==> src/rtl/vdd_1v8_rail_sequencer_if.sv <==
`default_nettype none
// ============================================================================
// Module  : vdd_1v8_rail_sequencer_if
// Brief   : Control/status bundle between the board power logic and the
//           1V8 rail sequencer.
// Revision: 1.0 - initial release
// ============================================================================
interface vdd_1v8_rail_sequencer_if;
  logic       int_1ms_en;
  logic       power_on_req;
  logic       pg_vdd_1v8_raw;
  logic       en_vdd_1v8;
  logic       pg_vdd_1v8;
  logic       rail_fault;
  logic [1:0] retry_count;
  logic [2:0] seq_state;

  modport master (
    output int_1ms_en,
    output power_on_req,
    output pg_vdd_1v8_raw,
    input  en_vdd_1v8,
    input  pg_vdd_1v8,
    input  rail_fault,
    input  retry_count,
    input  seq_state
  );

  modport slave (
    input  int_1ms_en,
    input  power_on_req,
    input  pg_vdd_1v8_raw,
    output en_vdd_1v8,
    output pg_vdd_1v8,
    output rail_fault,
    output retry_count,
    output seq_state
  );
endinterface
`default_nettype wire

==> src/rtl/vdd_1v8_rail_sequencer.sv <==
`default_nettype none
// ============================================================================
// Module  : vdd_1v8_rail_sequencer
// Brief   : Enables the 1V8 rail, debounces its power-good, handles ramp
//           timeout, brown-out and bounded retry with a latched fault.
// Revision: 1.0 - initial release
// ============================================================================
module vdd_1v8_rail_sequencer #(
  parameter int unsigned DEBOUNCE_MS   = 5,
  parameter int unsigned PG_TIMEOUT_MS = 50,
  parameter int unsigned DROP_MS       = 2,
  parameter int unsigned OFF_DWELL_MS  = 20,
  parameter int unsigned RETRY_MAX     = 3
) (
  input  wire logic                 clock,
  input  wire logic                 reset,
  vdd_1v8_rail_sequencer_if.slave   rail
);

  localparam logic [7:0] c_DEBOUNCE  = 8'(DEBOUNCE_MS);
  localparam logic [7:0] c_TIMEOUT   = 8'(PG_TIMEOUT_MS);
  localparam logic [7:0] c_DROP      = 8'(DROP_MS);
  localparam logic [7:0] c_DWELL     = 8'(OFF_DWELL_MS);
  localparam logic [1:0] c_RETRY_MAX = 2'(RETRY_MAX);

  typedef enum logic [2:0] {
    S_OFF       = 3'd0,
    S_RAMP      = 3'd1,
    S_GOOD      = 3'd2,
    S_DISCHARGE = 3'd3,
    S_FAULT     = 3'd4
  } state_t;

  function automatic logic [7:0] f_sat_inc(input logic [7:0] v);
    return (v == 8'hFF) ? v : v + 8'd1;
  endfunction

  state_t     r_state;
  logic       r_pg_meta;
  logic       r_pg_sync;
  logic [7:0] r_debounce_cnt;
  logic [7:0] r_timeout_cnt;
  logic [7:0] r_drop_cnt;
  logic [7:0] r_dwell_cnt;
  logic [1:0] r_retry;
  logic       r_en;
  logic       r_pg;
  logic       r_fault;

  logic [7:0] w_debounce_nxt;
  logic [7:0] w_timeout_nxt;
  logic [7:0] w_drop_nxt;
  logic [7:0] w_dwell_nxt;
  logic [1:0] w_retry_inc;

  // Candidate counter values for the current tick; the FSM commits them only on ticks.
  assign w_debounce_nxt = r_pg_sync ? f_sat_inc(r_debounce_cnt) : 8'd0;
  assign w_timeout_nxt  = f_sat_inc(r_timeout_cnt);
  assign w_drop_nxt     = r_pg_sync ? 8'd0 : f_sat_inc(r_drop_cnt);
  assign w_dwell_nxt    = f_sat_inc(r_dwell_cnt);
  assign w_retry_inc    = (r_retry == 2'd3) ? r_retry : r_retry + 2'd1;

  always_ff @(posedge clock) begin
    if (reset) begin
      r_state        <= S_OFF;
      r_pg_meta      <= 1'b0;
      r_pg_sync      <= 1'b0;
      r_debounce_cnt <= 8'd0;
      r_timeout_cnt  <= 8'd0;
      r_drop_cnt     <= 8'd0;
      r_dwell_cnt    <= 8'd0;
      r_retry        <= 2'd0;
      r_en           <= 1'b0;
      r_pg           <= 1'b0;
      r_fault        <= 1'b0;
    end else begin
      r_pg_meta <= rail.pg_vdd_1v8_raw;
      r_pg_sync <= r_pg_meta;

      // Moore outputs decoded from the state held before this edge.
      r_en    <= (r_state == S_RAMP) || (r_state == S_GOOD);
      r_pg    <= (r_state == S_GOOD);
      r_fault <= (r_state == S_FAULT);

      case (r_state)
        S_OFF: begin
          r_retry <= 2'd0;
          if (rail.power_on_req) begin
            r_state        <= S_RAMP;
            r_debounce_cnt <= 8'd0;
            r_timeout_cnt  <= 8'd0;
          end
        end

        S_RAMP: begin
          if (!rail.power_on_req) begin
            r_state     <= S_DISCHARGE;
            r_dwell_cnt <= 8'd0;
          end else if (rail.int_1ms_en) begin
            r_debounce_cnt <= w_debounce_nxt;
            r_timeout_cnt  <= w_timeout_nxt;
            if (w_debounce_nxt >= c_DEBOUNCE) begin
              r_state    <= S_GOOD;
              r_drop_cnt <= 8'd0;
            end else if (w_timeout_nxt >= c_TIMEOUT) begin
              r_state     <= S_DISCHARGE;
              r_dwell_cnt <= 8'd0;
              r_retry     <= w_retry_inc;
            end
          end
        end

        S_GOOD: begin
          if (!rail.power_on_req) begin
            r_state     <= S_DISCHARGE;
            r_dwell_cnt <= 8'd0;
          end else if (rail.int_1ms_en) begin
            r_drop_cnt <= w_drop_nxt;
            if (w_drop_nxt >= c_DROP) begin
              r_state     <= S_DISCHARGE;
              r_dwell_cnt <= 8'd0;
              r_retry     <= w_retry_inc;
            end
          end
        end

        S_DISCHARGE: begin
          // The dwell is served in full regardless of request changes.
          if (rail.int_1ms_en) begin
            r_dwell_cnt <= w_dwell_nxt;
            if (w_dwell_nxt >= c_DWELL) begin
              if (!rail.power_on_req) begin
                r_state <= S_OFF;
                r_retry <= 2'd0;
              end else if (r_retry >= c_RETRY_MAX) begin
                r_state <= S_FAULT;
              end else begin
                r_state        <= S_RAMP;
                r_debounce_cnt <= 8'd0;
                r_timeout_cnt  <= 8'd0;
              end
            end
          end
        end

        S_FAULT: begin
          if (!rail.power_on_req) begin
            r_state <= S_OFF;
            r_retry <= 2'd0;
          end
        end

        default: begin
          r_state <= S_OFF;
        end
      endcase
    end
  end

  assign rail.en_vdd_1v8  = r_en;
  assign rail.pg_vdd_1v8  = r_pg;
  assign rail.rail_fault  = r_fault;
  assign rail.retry_count = r_retry;
  assign rail.seq_state   = r_state;

endmodule
`default_nettype wire

==> src/flat_wrapper.sv <==
// flat-port wrapper written by rule: the top's interface ports become plain ports
module vdd_1v8_rail_sequencer_flat 
#(
  parameter int unsigned DEBOUNCE_MS   = 5,
  parameter int unsigned PG_TIMEOUT_MS = 50,
  parameter int unsigned DROP_MS       = 2,
  parameter int unsigned OFF_DWELL_MS  = 20,
  parameter int unsigned RETRY_MAX     = 3
)
  (clock, reset, rail_int_1ms_en, rail_power_on_req, rail_pg_vdd_1v8_raw, rail_en_vdd_1v8, rail_pg_vdd_1v8, rail_rail_fault, rail_retry_count, rail_seq_state);
  vdd_1v8_rail_sequencer_if rail_i ();
  input  wire logic clock;
  input  wire logic reset;
  input wire logic [$bits(rail_i.int_1ms_en)-1:0] rail_int_1ms_en;
  input wire logic [$bits(rail_i.power_on_req)-1:0] rail_power_on_req;
  input wire logic [$bits(rail_i.pg_vdd_1v8_raw)-1:0] rail_pg_vdd_1v8_raw;
  output wire logic [$bits(rail_i.en_vdd_1v8)-1:0] rail_en_vdd_1v8;
  output wire logic [$bits(rail_i.pg_vdd_1v8)-1:0] rail_pg_vdd_1v8;
  output wire logic [$bits(rail_i.rail_fault)-1:0] rail_rail_fault;
  output wire logic [$bits(rail_i.retry_count)-1:0] rail_retry_count;
  output wire logic [$bits(rail_i.seq_state)-1:0] rail_seq_state;
  assign rail_i.int_1ms_en = rail_int_1ms_en;
  assign rail_i.power_on_req = rail_power_on_req;
  assign rail_i.pg_vdd_1v8_raw = rail_pg_vdd_1v8_raw;
  assign rail_en_vdd_1v8 = rail_i.en_vdd_1v8;
  assign rail_pg_vdd_1v8 = rail_i.pg_vdd_1v8;
  assign rail_rail_fault = rail_i.rail_fault;
  assign rail_retry_count = rail_i.retry_count;
  assign rail_seq_state = rail_i.seq_state;
  vdd_1v8_rail_sequencer #(.DEBOUNCE_MS(DEBOUNCE_MS), .PG_TIMEOUT_MS(PG_TIMEOUT_MS), .DROP_MS(DROP_MS), .OFF_DWELL_MS(OFF_DWELL_MS), .RETRY_MAX(RETRY_MAX)) u_core (.clock(clock), .reset(reset), .rail(rail_i));
endmodule
==> config.mk <==
export PLATFORM = sky130hd
export DESIGN_NAME = vdd_1v8_rail_sequencer_flat
export DESIGN_NICKNAME = d
export VERILOG_FILES = /design/src/rtl/vdd_1v8_rail_sequencer_if.sv /design/src/rtl/vdd_1v8_rail_sequencer.sv /design/src/flat_wrapper.sv
export SDC_FILE = /design/constraint.sdc
export NUM_CORES = 1
export LEC_CHECK = 0
export ABC_AREA = 1
export CAP_MARGIN = 10
export CORE_UTILIZATION = 50
export DETAILED_ROUTE_END_ITERATION = 6
export GPL_TIMING_DRIVEN = 1
export PLACE_DENSITY_LB_ADDON = 0.3
export SKIP_CTS_REPAIR_TIMING = 1
export SLEW_MARGIN = 10
export SYNTH_ARGS = -nofsm -noshare
export SYNTH_HDL_FRONTEND = slang
export SYNTH_SLANG_ARGS = --single-unit
==> constraint.sdc <==
create_clock -name clock -period 1.9 [get_ports clock]
set_input_delay 0.475 -clock clock [delete_from_list [all_inputs] [get_ports clock]]
set_output_delay 0.475 -clock clock [all_outputs]
set_load 0.02 [all_outputs]
==> results of run 1 <==
-- kinds of logic (layout without fill, tap and decap cells) --
logic type,Yosys count,after routing,synth area share [%]
AOI/OAI and AO/OA,60,60,14.38
xor gates and xnor gates,7,7,2.103
adders and majority gates,5,5,2.146
buffers and inverters,59,140,9.141
DFF,42,42,28.84
and+or+nand+nor,263,265,43.39
-- cell usage in the layout, fill, tap and decap left out, types with 3 or more instances in the layout --
| cell | count |
|---|---|
| sky130_fd_sc_hd__nor2_4 | 8 |
| sky130_fd_sc_hd__clkbuf_8 | 5 |
| sky130_fd_sc_hd__nand2_4 | 7 |
| sky130_fd_sc_hd__a21oi_2 | 5 |
| sky130_fd_sc_hd__xnor2_1 | 3 |
| sky130_fd_sc_hd__dlymetal6s2s_1 | 4 |
| sky130_fd_sc_hd__dfxtp_2 | 16 |
| sky130_fd_sc_hd__nand2_1 | 91 |
| sky130_fd_sc_hd__nand2_2 | 17 |
| sky130_fd_sc_hd__buf_6 | 7 |
| sky130_fd_sc_hd__o21ai_1 | 3 |
| sky130_fd_sc_hd__nor3_2 | 3 |
| sky130_fd_sc_hd__nor2_1 | 60 |
| sky130_fd_sc_hd__a22oi_2 | 3 |
| sky130_fd_sc_hd__inv_1 | 41 |
| sky130_fd_sc_hd__nand3_2 | 16 |
| sky130_fd_sc_hd__inv_2 | 7 |
| sky130_fd_sc_hd__buf_4 | 59 |
| sky130_fd_sc_hd__a22oi_1 | 3 |
| sky130_fd_sc_hd__a211oi_2 | 10 |
| sky130_fd_sc_hd__nor3_1 | 5 |
| sky130_fd_sc_hd__nand3_1 | 23 |
| sky130_fd_sc_hd__ha_4 | 4 |
| sky130_fd_sc_hd__clkdlybuf4s50_1 | 8 |
| sky130_fd_sc_hd__xor2_1 | 4 |
| sky130_fd_sc_hd__nor2_2 | 12 |
| sky130_fd_sc_hd__o21ai_0 | 8 |
| sky130_fd_sc_hd__nand4_1 | 10 |
| sky130_fd_sc_hd__dfxtp_1 | 26 |
| sky130_fd_sc_hd__nand3_4 | 5 |
| sky130_fd_sc_hd__a21oi_1 | 15 |
-- through the flow --
step | total power [uW] | hold slack, ps | setup slack, ps | cells
2_1_floorplan | 3776 | 388.3 | 2.934 | 436
3_3_place_gp | 4638 | 407.8 | -275.7 | 568
5_1_grt | 6793 | 445.5 | -242.6 | 591
6_report | 6334 | 421.8 | -162.9 | 591
4_1_cts | 5394 | 424.7 | -170.1 | 576
3_5_place_dp | 4758 | 405.2 | -342.5 | 568
-- worst max-delay path: cells and delay by family, from the launching register on --
| kind | cells | cell delay, ps |
|---|---|---|
| flip-flops | 1 | 370 |
| adder cells (fa/ha/maj) | 1 | 150 |
| AND/OR/NAND/NOR | 13 | 1430 |
-- per-layer routing --
metal	track usage (%)	share of wire, %	vias to the layer above
li1	-	-	1600
met1	32.05	43	1508
met2	40.26	49	127
met3	4.070	5.0	30
met4	8.148	3.0	0
met5	0	0	-
-- sequential cells by signal, summed over array words and instances, names as in the netlist --
signal,flops
u_core.r_debounce_cnt,8
u_core.r_pg_sync,1
u_core.rail.en_vdd_1v8,1
u_core.rail.pg_vdd_1v8,1
u_core.rail.seq_state,3
u_core.r_drop_cnt,8
u_core.r_timeout_cnt,8
u_core.rail.retry_count,2
u_core.r_dwell_cnt,8
u_core.rail.rail_fault,1
u_core.r_pg_meta,1
-- worst paths after layout --
check	from	endpoint	slack, ps	depth (start not counted)
worst max-delay path	u_core.r_drop_cnt[1]$_SDFFE_PP0P_	u_core.r_dwell_cnt[4]$_SDFFE_PP0P_	-160	14
worst min-delay path	u_core.r_pg_meta$_SDFF_PP0_	u_core.r_pg_sync$_SDFF_PP0_	420	2
worst max register to register	u_core.r_drop_cnt[1]$_SDFFE_PP0P_	u_core.r_dwell_cnt[4]$_SDFFE_PP0P_	-160	14
worst min register to register	u_core.r_pg_meta$_SDFF_PP0_	u_core.r_pg_sync$_SDFF_PP0_	420	2
-- layout make-up --
| cell class | instances | share of cell area, % |
|---|---|---|
| Clock inverter | 3 | 0.6044 |
| Sequential cell | 42 | 20.79 |
| Tap cell | 72 | 2.176 |
| Timing Repair Buffer | 82 | 17.80 |
| Inverter | 50 | 4.956 |
| Clock buffer | 5 | 1.662 |
| Multi-Input combinational cell | 337 | 52.01 |
-- power by group --
part           internal (uW)  total (uW)  switching, uW
Combinational           1770        4130           2360
Sequential              1230        1590            351
Clock                    266         619            353
==> impl_table.tex, run 1 <==
\begin{tabular}{lr}
\hline
Metric & Value \\
\hline
\multicolumn{2}{l}{\textbf{Synth}} \\
\quad Net count of the mapped netlist & 446 \\
\quad Sequential element share of the synthesized area & around 29\% \\
\quad Largest cells by area after synthesis & sky130\_fd\_sc\_hd\_\_dfxtp\_1 (29\%), sky130\_fd\_sc\_hd\_\_nand2\_1 (14\%), sky130\_fd\_sc\_hd\_\_nor2\_1 (8.9\%) \\
\quad Cell type with the largest total area after synthesis & sky130\_fd\_sc\_hd\_\_dfxtp\_1 \\
\quad FF+latch count, synth & between 40 and 50 \\
\quad Number of synthesized flops with an enable pin & 0 \\
\quad Area of the mapped netlist & roughly 2900 um\^{}2 \\
\quad Most used flip-flop cell after synthesis & sky130\_fd\_sc\_hd\_\_dfxtp\_1 \\
\quad Portion of synthesized cell area occupied by the leading cell type & 28.84\% \\
\quad Synthesis warning total & 0 \\
\quad Avg Inst Size Synth & approximately 6.7 um\^{}2 \\
\quad Fraction of registers with async set/reset & 0\% \\
\quad Post-synth top cells & sky130\_fd\_sc\_hd\_\_nand2\_1 (106), sky130\_fd\_sc\_hd\_\_nor2\_1 (69), sky130\_fd\_sc\_hd\_\_dfxtp\_1 (42), sky130\_fd\_sc\_hd\_\_inv\_1 (42), sky130\_fd\_sc\_hd\_\_nand3\_1 (35) \\
\quad Gate count of the mapped netlist & $\sim$440 \\
\quad Count of cell types in the netlist & 47 \\
\quad Cell with the most instances after synthesis & sky130\_fd\_sc\_hd\_\_nand2\_1 \\
\multicolumn{2}{l}{\textbf{Die}} \\
\quad Total Die Area & around 6100 um\^{}2 \\
\quad Std cell rows & 27 \\
\quad Initial standard-cell utilization of the core & a little over half \\
\quad Overall die height & 78.36 um \\
\quad Width of the chip & between 70 and 80 um \\
\quad Core Box Area & 5574 um\^{}2 \\
\quad Top-level port count & 13 \\
\multicolumn{2}{l}{\textbf{Worst setup path}} \\
\quad Cell Chain, Critical Path & ha\_4 > nand2\_4 > nor2\_4 > nand2\_4 > nand3\_2 > nand2\_1 > nand2\_1 > nor2\_2 > nand4\_1 > nand2\_2 > nor2\_4 > nand3\_1 > nand2\_1 > nor2\_1 \\
\quad Data required time at the worst endpoint & $\sim$2100 ps \\
\quad Worst Setup End Kind & flop \\
\quad Crit path max-delay cell type & sky130\_fd\_sc\_hd\_\_dfxtp\_2 \\
\quad Crit Path Category & flop to flop \\
\quad Critical path launch point type & flop \\
\quad Most common cell on crit path & sky130\_fd\_sc\_hd\_\_nand2\_1 \\
\quad Maximum fanout count along the critical path & 6 \\
\quad CP max stage delay & roughly 370 ps \\
\quad Worst EP arrival & 2260 ps \\
\multicolumn{2}{l}{\textbf{Finish}} \\
\quad FF+latch area & around 860 um\^{}2 \\
\quad Share of the core filled with cells in the final layout & between 70\% and 80\% \\
\quad Filler cells & roughly 370 \\
\quad Layout-stage area growth over the synthesis result & 42.02\% \\
\quad Fraction of layout cells with a size suffix above 1 & approximately 39\% \\
\quad Multi-input logic area & around 2200 um\^{}2 \\
\quad Number of diodes & 0 \\
\quad Final net count & $\sim$530 \\
\quad Design Area, Final & 4140 um\^{}2 \\
\multicolumn{2}{l}{\textbf{STA}} \\
\quad Shortest period the worst path allows & a little over 2000 ps \\
\quad Final setup fails & 26 \\
\quad Slew margin rel. & just over 70\% \\
\quad Total negative slack for setup checks & -1671 ps \\
\quad Setup slack of the critical path after layout & -162.9 ps \\
\quad Fin. Hold Viols & 0 \\
\quad Fmax & about 0.48 GHz \\
\quad Layout Skew & between 6 and 7 ps \\
\quad Final period util & 108.6\% \\
\quad Slew at the pin with the worst max-slew slack & 407.6 ps \\
\quad Pins over their slew limit & 0 \\
\quad Unrepaired setup endpoints after global routing & true \\
\multicolumn{2}{l}{\textbf{Clock network}} \\
\quad Clock tree root driver cell & sky130\_fd\_sc\_hd\_\_clkbuf\_8 \\
\quad Clock H-tree levels & 2 \\
\quad CTS clk-pin slew, worst paths & around 90 ps \\
\quad TritonCTS sink count & 42 \\
\quad Number of buffers added by the clock tree synthesis step & 5 \\
\quad Worst skew pair latency & about 300 ps \\
\quad Clock Tree Buf Depth & 2 \\
\quad Clock tree from TritonCTS & yes \\
\multicolumn{2}{l}{\textbf{Run status}} \\
\quad Status & complete, but fails checks \\
\quad Violations in the final reports & setup timing \\
\multicolumn{2}{l}{\textbf{Route}} \\
\quad Residual antenna-violating net count after detailed routing & 0 \\
\quad Detail-routed via count per cell & $\sim$5.5 \\
\quad Routed wire per std cell & 14.81 um \\
\quad Overall routed net length & about 8.8 mm \\
\quad Drt drc & 0 \\
\quad First-pass iteration count of the detailed router & 5 \\
\quad First-iteration detailed-routing DRC count & about 250 \\
\quad Vias & 3265 \\
\multicolumn{2}{l}{\textbf{Global routing}} \\
\quad Via count of the first global-routing pass & between 2000 and 3000 \\
\quad Total overflow reported by the global router & 0 \\
\quad Global-route wire length before repair & approximately 12 mm \\
\quad Initial antenna violation count & 0 \\
\quad Total global routing track utilization & 24.36\% \\
\quad Largest net degree at the start of global routing & 18 \\
\multicolumn{2}{l}{\textbf{Place}} \\
\quad IO buf count & 12 \\
\quad Instance area at placement & about 3500 um\^{}2 \\
\quad Post-DP HPWL & 5.287 mm \\
\quad Routability cong. & just under 0.9 \\
\multicolumn{2}{l}{\textbf{Pwr}} \\
\quad Power Dens Cells & approximately 1500 nW/um\^{}2 \\
\quad Standby leakage power & between 0.0015 and 0.002 uW \\
\quad Worst vdd ir & $\sim$0.001 V \\
\multicolumn{2}{l}{\textbf{Run}} \\
\quad Number of violations of the max-capacitance limit & 0 \\
\multicolumn{2}{l}{\textbf{Min path}} \\
\quad Classification of the worst-slack hold path & flop to flop \\
\hline
\end{tabular}
(Power assumes the default switching activity.)
==> run 2, diff against run 1 <==
--- a/config.mk
+++ b/config.mk
@@ -8,9 +8,10 @@
 export ABC_AREA = 1
 export CAP_MARGIN = 10
 export CORE_UTILIZATION = 50
+export CTS_CLUSTER_DIAMETER = 30
 export DETAILED_ROUTE_END_ITERATION = 6
 export GPL_TIMING_DRIVEN = 1
-export PLACE_DENSITY_LB_ADDON = 0.3
+export PLACE_DENSITY = 0.8
 export SKIP_CTS_REPAIR_TIMING = 1
 export SLEW_MARGIN = 10
 export SYNTH_ARGS = -nofsm -noshare
==> constraint.sdc (replaced) <==
create_clock -name clock -period 1.9 [get_ports clock]
set_input_delay 0.285 -clock clock [delete_from_list [all_inputs] [get_ports clock]]
set_output_delay 0.285 -clock clock [all_outputs]
set_load 0.02 [all_outputs]
==> run 2 against run 1 <==
Against the previous run:
- core utilization decreased by 1.9 points
- wire length increased by 8.7%
- sequential share of layout area increased by 0.26 points
- clock power increased by 16%
- count of clock-buffer cells in the layout unchanged
- the flow still finishes with violations (setup timing)
- critical path type unchanged
- cell count decreased by 0.85%
- combinational power about the same
==> impl_table.tex, run 2 (synthesis gave the netlist of run 1 again) <==
\begin{tabular}{lr}
\hline
Metric & Value \\
\hline
\multicolumn{2}{l}{\textbf{Clock network}} \\
\quad Clock tree root driver cell & sky130\_fd\_sc\_hd\_\_clkbuf\_8 \\
\quad CTS clk-pin slew, worst paths & 90 ps (about the same) \\
\quad TritonCTS sink count & 42 (unchanged) \\
\quad Number of buffers added by the clock tree synthesis step & 5 (unchanged) \\
\quad Clock tree from TritonCTS & yes \\
\quad Clock Tree Buf Depth & 2 (unchanged) \\
\quad Worst skew pair latency & 300 ps (about the same) \\
\quad Clock H-tree levels & 2 (unchanged) \\
\multicolumn{2}{l}{\textbf{STA}} \\
\quad Slew margin rel. & 72.48\% (-0.32 points) \\
\quad Shortest period the worst path allows & 2118 ps (+55.39 ps) \\
\quad Fmax & 0.4721 GHz (-2.6\%) \\
\quad Layout Skew & 7.752 ps (+1.133 ps) \\
\quad Setup slack of the critical path after layout & -218.3 ps (-55.39 ps) \\
\quad Total negative slack for setup checks & -4531 ps (-2860 ps) \\
\quad Slew at the pin with the worst max-slew slack & 412.3 ps (+4.742 ps) \\
\quad Fin. Hold Viols & 0 (unchanged) \\
\quad Final period util & 111.5\% (+2.9 points) \\
\quad Final setup fails & 37 (+42\%) \\
\quad Pins over their slew limit & 0 (unchanged) \\
\quad Unrepaired setup endpoints after global routing & true \\
\multicolumn{2}{l}{\textbf{Global routing}} \\
\quad Initial antenna violation count & 0 (unchanged) \\
\quad Total global routing track utilization & 23.94\% (-0.43 points) \\
\quad Total overflow reported by the global router & 0 (unchanged) \\
\quad Global-route wire length before repair & 11.91 mm (-2.0\%) \\
\quad Via count of the first global-routing pass & 2780 (-1.3\%) \\
\quad Largest net degree at the start of global routing & 18 (unchanged) \\
\multicolumn{2}{l}{\textbf{Die}} \\
\quad Std cell rows & 27 (unchanged) \\
\quad Initial standard-cell utilization of the core & 52.30\% (unchanged) \\
\quad Overall die height & 78.36 um (unchanged) \\
\quad Width of the chip & 78.36 um (unchanged) \\
\quad Total Die Area & 6140 um\^{}2 (unchanged) \\
\quad Top-level port count & 13 (unchanged) \\
\quad Core Box Area & 5574 um\^{}2 (unchanged) \\
\multicolumn{2}{l}{\textbf{Route}} \\
\quad Vias & 3405 (+4.3\%) \\
\quad Drt drc & 0 (unchanged) \\
\quad Residual antenna-violating net count after detailed routing & 0 (unchanged) \\
\quad Met1 routed wirelength after detailed routing & 3.815 mm (+2.0\%) \\
\quad Detail-routed via count per cell & 5.811 (+5.2\%) \\
\quad Routed wire per std cell & 16.24 um (+9.6\%) \\
\quad Highest metal layer with signal wires & met4 \\
\quad Sum of met2 wire segment lengths after detailed routing & 4.589 mm (+6.5\%) \\
\quad Overall routed net length & 9.515 mm (+8.7\%) \\
\quad First-iteration detailed-routing DRC count & 297 (+17\%) \\
\quad Met3 Wirelength & 665 um (+51\%) \\
\quad First-pass iteration count of the detailed router & 7 (+2) \\
\multicolumn{2}{l}{\textbf{Finish}} \\
\quad Layout-stage area growth over the synthesis result & 38.41\% \\
\quad Design Area, Final & 4035 um\^{}2 (-2.5\%) \\
\quad Share of the core filled with cells in the final layout & 72.39\% (-1.9 points) \\
\quad Filler cells & 384 (+2.7\%) \\
\quad Commonest cells after routing, fill and taps aside & sky130\_fd\_sc\_hd\_\_nand2\_1 (97), sky130\_fd\_sc\_hd\_\_nor2\_1 (61), sky130\_fd\_sc\_hd\_\_buf\_4 (56) \\
\quad Final net count & 523 (-0.95\%) \\
\quad Number of diodes & 0 (unchanged) \\
\quad Non-filler instance count after layout & 586 (-0.85\%) \\
\quad Most common library cell in the layout ignoring fill and taps & sky130\_fd\_sc\_hd\_\_nand2\_1 \\
\quad Fraction of layout cells with a size suffix above 1 & 36.38\% (-3.1 points) \\
\quad FF+latch area & 849.6 um\^{}2 (-1.3\%) \\
\quad Multi-input logic area & 2107 um\^{}2 (-2.2\%) \\
\multicolumn{2}{l}{\textbf{Run status}} \\
\quad Violations in the final reports & setup timing \\
\quad Status & complete, but fails checks \\
\multicolumn{2}{l}{\textbf{Min path}} \\
\quad Number of instances on the worst hold path & 2 (unchanged) \\
\quad Classification of the worst-slack hold path & flop to flop \\
\multicolumn{2}{l}{\textbf{Worst setup path}} \\
\quad Maximum fanout count along the critical path & 7 (+1) \\
\quad Crit Path Category & flop to flop \\
\quad Worst Setup End Kind & flop \\
\quad Register-to-register path setup slack & -220 ps (-60 ps) \\
\quad R2R cell count & 13 (-1) \\
\quad Worst EP arrival & 2310 ps (+50 ps) \\
\quad Data required time at the worst endpoint & 2090 ps (about the same) \\
\quad Critical path launch point type & flop \\
\multicolumn{2}{l}{\textbf{Pwr}} \\
\quad Standby leakage power & 0.001822 uW (-4.2\%) \\
\quad Design Power & 6406 uW (+1.1\%) \\
\quad Power Dens Cells & 1588 nW/um\^{}2 (+3.8\%) \\
\quad Worst vdd ir & 0.0008886 V (-10\%) \\
\multicolumn{2}{l}{\textbf{Place}} \\
\quad Placed Cells incl. Taps & 567 (-0.18\%) \\
\quad IO buf count & 12 (unchanged) \\
\quad Instance area at placement & 3491 um\^{}2 (-0.21\%) \\
\quad Routability cong. & 0.9476 (+6.6\%) \\
\quad Post-DP HPWL & 5.256 mm (-0.58\%) \\
\multicolumn{2}{l}{\textbf{Run}} \\
\quad Number of violations of the max-capacitance limit & 0 (unchanged) \\
\hline
\end{tabular}
run 2: changes by cell type in the layout (fill, tap and decap cells not counted), moves of 4 or more:
cell	previous run	this run
sky130_fd_sc_hd__dfxtp_1	26	35
sky130_fd_sc_hd__dfxtp_2	16	7
sky130_fd_sc_hd__nand2_1	91	97
sky130_fd_sc_hd__nand2_2	17	11
sky130_fd_sc_hd__clkdlybuf4s50_1	8	12
sky130_fd_sc_hd__dlymetal6s2s_1	4	0
run 2: final cells by class:
type	instances	area share (%)
clock buffer	5	1.705
clock inverter	3	0.9922
inverter	50	4.899
multi-input combinational	337	52.22
sequential	42	21.05
tap	72	2.233
timing repair buffer	77	16.90
run 2: path summary, 6_finish.rpt:
check,start,to
setup / recovery,u_core.r_debounce_cnt[3]$_SDFFE_PP0P_,u_core.r_dwell_cnt[4]$_SDFFE_PP0P_
hold / removal,u_core.r_pg_meta$_SDFF_PP0_,u_core.r_pg_sync$_SDFF_PP0_
hold reg to reg,u_core.r_pg_meta$_SDFF_PP0_,u_core.r_pg_sync$_SDFF_PP0_
setup reg to reg,u_core.r_debounce_cnt[3]$_SDFFE_PP0P_,u_core.r_dwell_cnt[4]$_SDFFE_PP0P_
run 2: worst max-delay path, cell delays in order (launching register included):
cell	delay [ps]
sky130_fd_sc_hd__dfxtp_1	450
sky130_fd_sc_hd__inv_1	190
sky130_fd_sc_hd__nor2_4	180
sky130_fd_sc_hd__nand2_1	60
sky130_fd_sc_hd__nand2_1	60
sky130_fd_sc_hd__nand3_1	60
sky130_fd_sc_hd__nand2_1	100
sky130_fd_sc_hd__nand2_1	100
sky130_fd_sc_hd__nor2_4	180
sky130_fd_sc_hd__nand3_4	180
sky130_fd_sc_hd__nand3_4	200
sky130_fd_sc_hd__nand3_2	100
sky130_fd_sc_hd__nand2_1	80
sky130_fd_sc_hd__nor2_1	60
run 2: report_power, final:
group	internal [uW]	total, uW	switching (uW)
Combinational	1670	4130	2450
Clock	387	719	332
Sequential	1220	1560	345
Total	3280	6410	3130
run 2: per-stage QoR:
stage | hold slack, ps | setup WS (ps)
final | 412.8 | -218.3
after global routing | 434.7 | -303.9
after CTS | 413.1 | -218.0
after detailed placement | 400.0 | -171.9
after global placement | 395.4 | -122.7
after floorplan | 388.3 | 2.934
run 2: layer usage:
metal / GRT usage, % / up-vias
met2: 41.49 / 189
met4: 6.667 / 0
met3: 3.953 / 61
met5: 0 / -
li1: - / 1586
met1: 30.46 / 1569
